## src/rtl/uart_defs_pkg.sv

```systemverilog
// Shared definitions for the UART transmit feeder: byte width, defaults,
// sequencer state encodings and a saturating increment helper.
package uart_defs_pkg;

    localparam int UART_BYTE_W          = 8;
    localparam int DEFAULT_DEPTH_LOG2   = 4;
    localparam int DEFAULT_BUSY_TIMEOUT = 1023;
    localparam int TMO_W                = 10;

    typedef enum logic [1:0] {
        ST_IDLE = 2'd0,
        ST_LOAD = 2'd1,
        ST_REQ  = 2'd2,
        ST_WAIT = 2'd3
    } txState_t;

    // Busy-wait counter increment that sticks at all-ones instead of wrapping.
    function automatic logic [TMO_W-1:0] satInc(input logic [TMO_W-1:0] value);
        return (value == {TMO_W{1'b1}}) ? value : value + 1'b1;
    endfunction

endpackage

```

## src/rtl/byte_fifo.sv

```systemverilog
// Register-based byte FIFO with natural-wrap pointers and a separate
// occupancy counter; pushes while full and pops while empty are ignored.
module byte_fifo #(
    parameter int DEPTH_LOG2 = 4,
    parameter int WIDTH      = 8
) (
    input  logic                  i_clk,
    input  logic                  i_rst,
    input  logic                  i_push,
    input  logic                  i_pop,
    input  logic [WIDTH-1:0]      i_wrData,
    output logic [WIDTH-1:0]      o_rdData,
    output logic [DEPTH_LOG2:0]   o_count,
    output logic                  o_full,
    output logic                  o_empty
);

    localparam int DEPTH = 1 << DEPTH_LOG2;
    localparam logic [DEPTH_LOG2:0] FULL_COUNT = {1'b1, {DEPTH_LOG2{1'b0}}};

    logic [WIDTH-1:0]      r_mem [DEPTH];
    logic [DEPTH_LOG2-1:0] r_wrPtr;
    logic [DEPTH_LOG2-1:0] r_rdPtr;
    logic [DEPTH_LOG2:0]   r_count;

    logic w_full;
    logic w_empty;
    logic w_doPush;
    logic w_doPop;

    assign w_full   = (r_count == FULL_COUNT);
    assign w_empty  = (r_count == '0);
    assign w_doPush = i_push & ~w_full;
    assign w_doPop  = i_pop & ~w_empty;

    assign o_rdData = r_mem[r_rdPtr];
    assign o_count  = r_count;
    assign o_full   = w_full;
    assign o_empty  = w_empty;

    // Storage array is written on accepted pushes only and is never reset.
    always_ff @(posedge i_clk) begin
        if (w_doPush) begin
            r_mem[r_wrPtr] <= i_wrData;
        end
    end

    // Pointers advance on their own operation; count moves only when exactly one happens.
    always_ff @(posedge i_clk or posedge i_rst) begin
        if (i_rst) begin
            r_wrPtr <= '0;
            r_rdPtr <= '0;
            r_count <= '0;
        end else begin
            if (w_doPush) begin
                r_wrPtr <= r_wrPtr + 1'b1;
            end
            if (w_doPop) begin
                r_rdPtr <= r_rdPtr + 1'b1;
            end
            case ({w_doPush, w_doPop})
                2'b10:   r_count <= r_count + 1'b1;
                2'b01:   r_count <= r_count - 1'b1;
                default: r_count <= r_count;
            endcase
        end
    end

endmodule

```

## src/rtl/uart_tx_feeder.sv

```systemverilog
// Byte FIFO plus send sequencer that drives the UART_Sender Tx_Data/Tx_Send/Tx_Busy
// handshake, delivering each queued byte exactly once or dropping it on a busy timeout.
module uart_tx_feeder
    import uart_defs_pkg::*;
#(
    parameter int DEPTH_LOG2   = DEFAULT_DEPTH_LOG2,
    parameter int BUSY_TIMEOUT = DEFAULT_BUSY_TIMEOUT
) (
    input  logic                    Clk_100M,
    input  logic                    Reset,
    input  logic [UART_BYTE_W-1:0]  In_Data,
    input  logic                    In_Valid,
    output logic                    In_Ready,
    output logic [UART_BYTE_W-1:0]  Tx_Data,
    output logic                    Tx_Send,
    input  logic                    Tx_Busy,
    output logic [DEPTH_LOG2:0]     Count,
    output logic                    Empty,
    output logic                    Full,
    output logic                    Timeout
);

    localparam logic [TMO_W-1:0] TMO_LIMIT = TMO_W'(BUSY_TIMEOUT);

    txState_t               r_state;
    logic [UART_BYTE_W-1:0] r_txData;
    logic                   r_txSend;
    logic                   r_timeout;
    logic [TMO_W-1:0]       r_tmo;

    txState_t               w_stateNext;
    logic [UART_BYTE_W-1:0] w_txDataNext;
    logic                   w_txSendNext;
    logic                   w_timeoutNext;
    logic [TMO_W-1:0]       w_tmoNext;
    logic [TMO_W-1:0]       w_tmoInc;
    logic                   w_pop;
    logic [UART_BYTE_W-1:0] w_fifoData;
    logic                   w_full;
    logic                   w_empty;

    byte_fifo #(
        .DEPTH_LOG2 (DEPTH_LOG2),
        .WIDTH      (UART_BYTE_W)
    ) u_fifo (
        .i_clk    (Clk_100M),
        .i_rst    (Reset),
        .i_push   (In_Valid),
        .i_pop    (w_pop),
        .i_wrData (In_Data),
        .o_rdData (w_fifoData),
        .o_count  (Count),
        .o_full   (w_full),
        .o_empty  (w_empty)
    );

    assign In_Ready = ~w_full;
    assign Full     = w_full;
    assign Empty    = w_empty;
    assign Tx_Data  = r_txData;
    assign Tx_Send  = r_txSend;
    assign Timeout  = r_timeout;
    assign w_tmoInc = satInc(r_tmo);

    // Sequencer registers; every output toward the sender comes straight from a flop.
    always_ff @(posedge Clk_100M or posedge Reset) begin
        if (Reset) begin
            r_state   <= ST_IDLE;
            r_txData  <= '0;
            r_txSend  <= 1'b0;
            r_timeout <= 1'b0;
            r_tmo     <= '0;
        end else begin
            r_state   <= w_stateNext;
            r_txData  <= w_txDataNext;
            r_txSend  <= w_txSendNext;
            r_timeout <= w_timeoutNext;
            r_tmo     <= w_tmoNext;
        end
    end

    // Next-state logic: pop into Tx_Data, raise Tx_Send a cycle later, then wait out the frame.
    always_comb begin
        w_stateNext   = r_state;
        w_txDataNext  = r_txData;
        w_txSendNext  = r_txSend;
        w_timeoutNext = r_timeout;
        w_tmoNext     = r_tmo;
        w_pop         = 1'b0;

        case (r_state)
            ST_IDLE: begin
                if (!w_empty && !Tx_Busy) begin
                    w_pop        = 1'b1;
                    w_txDataNext = w_fifoData;
                    w_stateNext  = ST_LOAD;
                end
            end
            ST_LOAD: begin
                w_txSendNext = 1'b1;
                w_tmoNext    = '0;
                w_stateNext  = ST_REQ;
            end
            ST_REQ: begin
                if (Tx_Busy) begin
                    w_txSendNext = 1'b0;
                    w_stateNext  = ST_WAIT;
                end else begin
                    w_tmoNext = w_tmoInc;
                    if (w_tmoInc == TMO_LIMIT) begin
                        w_txSendNext  = 1'b0;
                        w_timeoutNext = 1'b1;
                        w_stateNext   = ST_IDLE;
                    end
                end
            end
            ST_WAIT: begin
                if (!Tx_Busy) begin
                    w_stateNext = ST_IDLE;
                end
            end
            default: begin
                w_stateNext = ST_IDLE;
            end
        endcase
    end

endmodule

```

## config.mk

```make
export PLATFORM = sky130hd
export DESIGN_NAME = uart_tx_feeder
export DESIGN_NICKNAME = d
export VERILOG_FILES = /design/src/rtl/uart_defs_pkg.sv /design/src/rtl/byte_fifo.sv /design/src/rtl/uart_tx_feeder.sv
export SDC_FILE = /design/constraint.sdc
export NUM_CORES = 1
export LEC_CHECK = 0
export CAP_MARGIN = 20
export CORE_ASPECT_RATIO = 2
export CORE_MARGIN = 10
export CORE_UTILIZATION = 54
export DETAILED_ROUTE_END_ITERATION = 6
export PLACE_DENSITY = 0.74
export SKIP_CTS_REPAIR_TIMING = 1
export SYNTH_ARGS = -nofsm -noshare
export SYNTH_HDL_FRONTEND = slang
export SYNTH_SLANG_ARGS = --single-unit
```

## constraint.sdc

```tcl
create_clock -name Clk_100M -period 2.6 [get_ports Clk_100M]
set_input_delay 0.39 -clock Clk_100M [delete_from_list [all_inputs] [get_ports Clk_100M]]
set_output_delay 0.39 -clock Clk_100M [all_outputs]
set_load 0.02 [all_outputs]
```

==> results of run 1 <==
[worst paths after layout]
kind / startpoint / to / slack, ns / cells past startpoint
worst max-delay path: u_fifo.o_count[2] / u_fifo.o_count[4] / 0.12 / 12
worst min-delay path: Reset / u_fifo.r_wrPtr[0] / 0.36 / 3
worst max register to register: u_fifo.o_count[2] / u_fifo.o_count[4] / 0.12 / 12
worst min register to register: Timeout / Timeout / 0.48 / 1
max in group asynchronous: Reset / u_fifo.r_rdPtr[0] / 1.85 / 3
min in group Clk_100M: Timeout / Timeout / 0.48 / 1
[flip-flops by register name, summed over array words and instances, names as in the netlist]
name / count
Timeout: 1
Tx_Data: 8
Tx_Send: 1
r_state: 2
r_tmo: 10
u_fifo.o_count: 5
u_fifo.r_mem: 128
u_fifo.r_rdPtr: 4
u_fifo.r_wrPtr: 4
[where the power goes]
group          internal, uW  switching (uW)  leakage, uW
Clock                  1310            1180     0.000292
Sequential             3230             332      0.00159
Combinational          1340            1340      0.00110
[synth_stat cells (4+ instances only)]
cell type,number
nor3_1,6
o21ai_0,9
dfrtp_1,35
buf_2,6
nand2_1,53
a22o_1,5
mux4_1,19
nor2_1,18
edfxtp_1,128
ha_1,10
nand4_1,7
mux4_2,21
buf_4,4
inv_1,14
clkbuf_1,6
xnor2_1,8
and3_1,7
a21oi_1,10
a31oi_1,5
[metal layers]
layer,global-route usage,wire length (microns),up-vias
met1,0.170,5260,1969
li1,-,-,1760
met2,0.308,8460,97
met5,0,0,-
met3,0.0329,494,28
met4,0.0739,352,0
[cell families after synthesis]
group	share of synthesized area
and+or+nand+nor	0.0700
buffers and inverters	0.0319
xor gates and xnor gates	0.0138
AOI/OAI and AO/OA	0.0460
muxes	0.142
adders and majority gates	0.0208
DFF	0.675
[critical path, stage by stage, from the launching register on]
cell and delay, ns:
dfrtp_2 0.46, nor4_4 0.06, nor2b_4 0.13, or4_4 0.43, inv_2 0.10, ha_4 0.14, inv_1 0.06, fa_2 0.34
nor2b_1 0.11, o21ai_1 0.10, and3_1 0.17, nor3_2 0.17, xor2_1 0.15
[through the flow]
step                      power, uW  std cells  hold slack [ns]  cell area [sq um]   TNS, ns
after detailed placement       6250        603            0.461               7590    -0.272
final                          8730        639            0.363               8240         0
after global routing           9160        639            0.408               8240  -0.00368
after global placement         6170        603            0.457               7590    -0.166
after CTS                      8740        635            0.376               8190         0
after floorplan                5430        419            0.489               7040         0
[area by class of cell]
class	instances	area share
Clock buffer	17	0.0516
Timing Repair Buffer	63	0.0678
Inverter	14	0.00638
Sequential cell	163	0.574
Tap cell	150	0.0228
Clock inverter	15	0.0219
Multi-Input combinational cell	217	0.256
==> impl_metrics.json, run 1 <==
{
  "syn_area_sq_um": 6990,
  "synth_area_leader_cell": "edfxtp_1",
  "yosysTopAreaCellShare": 0.550,
  "p_leak_uw": 0.00299,
  "overflow": 0,
  "post-route-period-util": 0.954,
  "root_buffer": "clkbuf_16",
  "postLayoutCoreUtil": 0.652,
  "htreeDepth": 4,
  "clk_latency_ns": 0.43,
  "place.detailed.hpwl_microns": 9970,
  "cts_buffers": 17,
  "syn2layout_area_growth_pct": 17.9,
  "pwr_density_cell_nw_per_um2": 1060,
  "post_synth.cell_area_avg_sq_um": 16.7,
  "path_clk_slew_ns": 0.08,
  "crit_required_ns": 2.96,
  "multi_input_area_sq_um": 2110,
  "drt_pass1_iterations": 5,
  "drtAntennaViolNets": 0,
  "grt_first_pass_wirelength_microns": 23000,
  "tightestPinTransition_ns": 0.625,
  "slew_violations": 0,
  "ios": 30,
  "fill_cells": 860,
  "synth_edf_count": 128,
  "io_buffers": 29,
  "place_ws_ns": -0.180,
  "ys_seq_area_frac": 0.675,
  "viasPerCell": 6.03,
  "vias": 3854,
  "cts_max_path_buffers": 2,
  "setup_violations": 0,
  "fin_crit_ns": 2.48,
  "synth_top_cells_by_area": "edfxtp_1 55%, dfrtp_1 13%, mux4_1 7.1%",
  "clock.fmax_mhz": 403,
  "num_rows": 58,
  "initial_core_util": 0.553,
  "syn_nets": 442,
  "routed_wl_microns": 14600,
  "end_kind": "flop",
  "status": "finished clean",
  "fin_nets": 499,
  "wl_per_cell_microns": 22.8,
  "drc": 0,
  "first_iter_violations": 234,
  "clock_skew_ns": 0.0146,
  "die_x_microns": 100,
  "vdd_drop_max_uv": 686,
  "grt_start_max_net_pins": 36,
  "synth_flop_cell": "edfxtp_1",
  "ys_ff_latch": 163,
  "arrival_ns": 2.84,
  "cts_tree": "yes",
  "setup_ws_ns": 0.119,
  "diodes": 0,
  "timing.slew.headroom": 0.583,
  "path_max_fanout": 4,
  "first_global_vias": 4116,
  "antenna_found_initial": 0,
  "core_sq_um": 12600,
  "grt_usage": 0.166,
  "die_h_microns": 181,
  "synth.distinct_cells": 46,
  "startpoint_type": "flop",
  "final_common_cell": "edfxtp_1",
  "drive_gt1_frac": 0.215,
  "gpl.final_weighted_congestion": 0.865,
  "yosys_warnings": 0,
  "holdCritPathClass": "in2async",
  "netlist_instances": 419,
  "critPathKind": "reg2reg",
  "mostFrequentLayoutCells": "128 x edfxtp_1, 52 x nand2_1, 33 x buf_4",
  "regArea_sq_um": 4730,
  "timing.max_cap.violations": 0,
  "hold_viol": 0,
  "cts.sinks": 163,
  "dieArea_sq_um": 18200,
  "async_reset_ff_frac": 0.215
}
Note: power is estimated with default switching activity, not from simulation.
==> run 2: changes to the inputs <==
Settings changed: CELL_PAD_IN_SITES_DETAIL_PLACEMENT set to 0, CELL_PAD_IN_SITES_GLOBAL_PLACEMENT set to 1, CORE_UTILIZATION 54 to 47, PLACE_DENSITY 0.74 to 0.75.
==> run 2 against run 1 <==
Against the previous run: first-iteration DRC count fell by 20%; combinational power rose by 3%; global-route usage decreased by 1.0 points; core utilization fell by 9.1 points; register-to-register slack got worse by 0.02 ns; total power decreased by 0.81%; sequential share of layout area shrank 0.27 points; wire length grew 2.3%; sequential power hardly changed; final area grew 0.47%; critical path type unchanged; critical endpoint unchanged.
==> impl_metrics.json, run 2 (same netlist as run 1, synthesis figures left out) <==
{
  "status": "finished clean",
  "drive_gt1_frac": 0.218,
  "fin_nets": 501,
  "p_int_uw": 6010,
  "fin_crit_ns": 2.50,
  "post-route-period-util": 0.961,
  "reg2reg_slack_ns": 0.10,
  "hold_viol": 0,
  "arrival_ns": 2.85,
  "drt_pass1_iterations": 7,
  "p_leak_uw": 0.00297,
  "routed_wl_microns": 14900,
  "tightestPinTransition_ns": 0.658,
  "setup_violations": 0,
  "slew_violations": 0,
  "cts_buffers": 17,
  "crit_end": "u_fifo.o_count[4]",
  "dieArea_sq_um": 20400,
  "gpl.final_weighted_congestion": 0.893,
  "clock.fmax_mhz": 400,
  "critPathKind": "reg2reg",
  "crit_start": "u_fifo.o_count[3]",
  "cts_max_path_buffers": 2,
  "io_buffers": 29,
  "ios": 30,
  "antenna_found_initial": 0,
  "r2r-start": "u_fifo.o_count[3]",
  "end_kind": "flop",
  "p_clk_frac": 0.272,
  "place.detailed.hpwl_microns": 10500,
  "drtAntennaViolNets": 0,
  "initial_core_util": 0.474,
  "mostFrequentLayoutCells": "128 x edfxtp_1, 52 x nand2_1, 35 x buf_4",
  "diodes": 0,
  "vias": 3772,
  "hold_ws_ns": 0.378,
  "fill_cells": 1183,
  "clock_skew_ns": 0.0154,
  "place_area_sq_um": 7650,
  "largest_reg_flops": 128,
  "timing.slew.headroom": 0.561,
  "path_clk_slew_ns": 0.06,
  "pwr_density_cell_nw_per_um2": 1050,
  "power_frac_comb": 0.318,
  "vdd_drop_max_uv": 520,
  "r2r_cells": 12,
  "p_seq_frac": 0.410,
  "die_x_microns": 106,
  "cts.sinks": 163,
  "path_max_fanout": 4,
  "crit_required_ns": 2.95,
  "core_sq_um": 14700,
  "first_iter_violations": 188,
  "final_common_cell": "edfxtp_1",
  "p_switching_uw": 2650,
  "htreeDepth": 4,
  "grt_usage": 0.156,
  "first_global_vias": 4018,
  "die_h_microns": 192,
  "root_buffer": "clkbuf_16",
  "swShare": 0.306,
  "wl_per_cell_microns": 21.7,
  "syn2layout_area_growth_pct": 18.4,
  "startpoint_type": "flop",
  "num_rows": 63,
  "fin_area_sq_um": 8280,
  "r2r-end": "u_fifo.o_count[4]",
  "clk_latency_ns": 0.43,
  "viasPerCell": 5.50,
  "overflow": 0,
  "holdCritPathClass": "in2async",
  "largest-register": "u_fifo.r_mem",
  "cts_tree": "yes",
  "timing.max_cap.violations": 0,
  "grt_first_pass_wirelength_microns": 23600,
  "grt_start_max_net_pins": 36,
  "drc": 0
}
[run 2: worst min-delay path by stage]
stage	from	end	slack, ns	cells after the start
floorplan	In_Data[0]	u_fifo.r_mem[0][0]	0.49	0
global route	Reset	u_fifo.r_wrPtr[1]	0.44	3
global placement	Timeout	Timeout	0.45	1
CTS	Reset	u_fifo.r_wrPtr[1]	0.38	3
detailed placement	Timeout	Timeout	0.46	1
finish	Reset	u_fifo.o_count[4]	0.38	3
[run 2: cell type report]
type	count	area (sq um)	share of cell area
clock buffer	21	440	0.0532
clock inverter	11	113	0.0136
inverter	14	55.1	0.00665
multi-input combinational	217	2120	0.257
sequential	163	4730	0.571
tap	195	244	0.0295
timing repair buffer	65	573	0.0692
[run 2: through the flow]
| stage | TNS [ns] | cells | utilization | setup WS, ns | total power [uW] |
|---|---|---|---|---|---|
| after floorplan | 0 | 419 | - | 0.0180 | 5430 |
| after global placement | -0.140 | 649 | 0.519 | -0.106 | 6190 |
| after detailed placement | -0.202 | 649 | 0.519 | -0.154 | 6290 |
| after CTS | 0 | 681 | 0.557 | 0.0543 | 8690 |
| after global routing | -0.0103 | 686 | 0.561 | -0.0103 | 9140 |
| final | 0 | 686 | 0.561 | 0.101 | 8660 |
[run 2: worst max-delay path: stages (launching register included)]
cell     delay (ns)
dfrtp_2        0.41
nor4_4         0.06
nor2b_4        0.13
or4_4          0.50
inv_4          0.08
ha_4           0.13
inv_2          0.04
fa_2           0.41
nor2b_4        0.12
o21ai_2        0.07
and3_1         0.15
nor3_2         0.16
xor2_1         0.15
[run 2: per-layer routing]
metal | vias to the layer above | share of wire | track usage
met5 | - | 0 | 0
li1 | 1748 | - | -
met4 | 0 | 0.016 | 0.0529
met1 | 1950 | 0.35 | 0.147
met2 | 56 | 0.61 | 0.307
met3 | 18 | 0.030 | 0.0438
[run 2: power by group through the flow]
stage | combinational [uW] | sequential, uW | clock [uW]
floorplan | 1850 | 3570 | 0
global placement | 2610 | 3580 | 0
detailed placement | 2690 | 3600 | 0
CTS | 2720 | 3560 | 2410
global route | 3010 | 3600 | 2530
finish | 2760 | 3550 | 2350
==> run 3: changes to the inputs <==
Settings changed: RECOVER_POWER set to 25, SETUP_SLACK_MARGIN set to 0.4, SKIP_LAST_GASP set to 1.
==> run 3 against run 2 <==
Against the previous run: clock skew is 0.010 ns higher; sequential power is 1% higher; maximum frequency is 3.0% higher; total power is 0.49% higher; highest routed layer unchanged; largest power group unchanged; non-clock buffer count is 2 lower; critical path depth is 1 lower; wire length is 2.3% lower; worst hold slack better by 0.098 ns; die area stayed put; worst setup slack better by 0.072 ns; combinational power is 3% lower.
==> impl_metrics.json, run 3 (same netlist as run 1, synthesis figures left out) <==
{
  "status": "finished clean",
  "timing.max_cap.violations": 0,
  "pwr_density_cell_nw_per_um2": 1050,
  "postLayoutCoreUtil": 0.563,
  "routed_wl_microns": 14600,
  "vias": 3811,
  "clk_latency_ns": 0.43,
  "mostFrequentLayoutCells": "128 x edfxtp_1, 52 x nand2_1, 31 x buf_4",
  "largest_reg_flops": 128,
  "final_common_cell": "edfxtp_1",
  "first_global_vias": 4059,
  "startpoint_type": "flop",
  "slew_violations": 0,
  "fin_area_sq_um": 8300,
  "drc": 0,
  "tightestPinTransition_ns": 0.942,
  "core_sq_um": 14700,
  "htreeDepth": 4,
  "cts.sinks": 163,
  "dieArea_sq_um": 20400,
  "cts_tree": "yes",
  "holdCritPathClass": "reg2reg",
  "setup_tns_ns": 0,
  "drtAntennaViolNets": 0,
  "end_kind": "flop",
  "post-route-period-util": 0.933,
  "fin_nets": 499,
  "diodes": 0,
  "critPathKind": "reg2reg",
  "timing.slew.headroom": 0.372,
  "initial_core_util": 0.474,
  "ios": 30,
  "setup_violations": 0,
  "crit_required_ns": 2.90,
  "arrival_ns": 2.72,
  "viasPerCell": 5.57,
  "die_x_microns": 106,
  "clock.fmax_mhz": 412,
  "gpl.final_weighted_congestion": 0.929,
  "die_h_microns": 192,
  "clock_skew_ns": 0.0256,
  "p_leak_uw": 0.00302,
  "grt_usage": 0.149,
  "drt_pass1_iterations": 5,
  "syn2layout_area_growth_pct": 18.7,
  "first_iter_violations": 223,
  "path_clk_slew_ns": 0.07,
  "drive_gt1_frac": 0.225,
  "cts_buffers": 17,
  "hold_viol": 0,
  "grt_first_pass_wirelength_microns": 23000,
  "wl_per_cell_microns": 21.3,
  "fin_crit_ns": 2.43,
  "num_rows": 63,
  "io_buffers": 29,
  "antenna_found_initial": 0,
  "fill_cells": 1168,
  "vdd_drop_max_uv": 561,
  "grt_start_max_net_pins": 36,
  "place_area_sq_um": 7650,
  "largest-register": "u_fifo.r_mem",
  "overflow": 0,
  "root_buffer": "clkbuf_16",
  "path_max_fanout": 3,
  "rsz0062_at_grt": "true",
  "place.detailed.hpwl_microns": 10200,
  "cts_max_path_buffers": 2
}
==> run 3: changes by cell type in the layout (fill, tap and decap cells not counted), moves of 4 or more <==
cell,previous run,this run
dlygate4sd3_1,0,5
inv_8,0,4
clkdlybuf4s50_1,29,21
buf_4,35,31
inv_6,0,5
==> run 3: worst paths after layout <==
check / from / to / slack [ns] / cells past startpoint
worst max-delay path: u_fifo.o_count[1] / u_fifo.o_count[3] / 0.17 / 11
worst min-delay path: Tx_Data[5] / Tx_Data[5] / 0.48 / 2
worst max register to register: u_fifo.o_count[1] / u_fifo.o_count[3] / 0.17 / 11
worst min register to register: Tx_Data[5] / Tx_Data[5] / 0.48 / 2
max in group asynchronous: Reset / u_fifo.r_rdPtr[0] / 1.21 / 3
min in group asynchronous: Reset / Tx_Send / 0.69 / 3
==> run 3: area by class of cell <==
cell class	count	area (sq um)	share of cell area
multi-input cells	217	2110	0.254
clock inverters	14	154	0.0185
inverters	14	57.6	0.00694
repair buffers	63	576	0.0694
well taps	195	244	0.0294
clock buffers	18	429	0.0517
flip-flops and latches	163	4730	0.570
==> run 3: stage by stage <==
stage	hold slack (ns)	instances	worst slack, ns	total power (uW)
finish	0.476	684	0.173	8700
global route	0.490	684	0.0659	9140
CTS	0.387	679	0.130	8730
detailed placement	0.463	647	-0.140	6290
global placement	0.460	647	-0.111	6240
floorplan	0.489	419	0.0317	5430
==> run 3: metal layers <==
layer / part of all wire / wire length [microns] / vias up / GRT usage
li1: - / - / 1755 / -
met1: 0.37 / 5370 / 1964 / 0.151
met2: 0.59 / 8560 / 76 / 0.286
met3: 0.028 / 412 / 16 / 0.0321
met4: 0.015 / 220 / 0 / 0.0581
met5: 0 / 0 / - / 0
==> run 3: where the power goes <==
part           internal, uW  total, uW  switching [uW]
clock network          1290       2420            1130
logic                  1370       2690            1320
registers              3230       3590             355
==> run 3: worst max-delay path, stage by stage (launching register included) <==
cell,delay (ns)
dfrtp_2,0.43
nor4_4,0.32
nor2b_4,0.20
or4_4,0.14
inv_4,0.04
ha_4,0.16
buf_4,0.13
ha_1,0.27
a21o_1,0.20
a21oi_2,0.14
xor2_1,0.16
o21ai_0,0.10
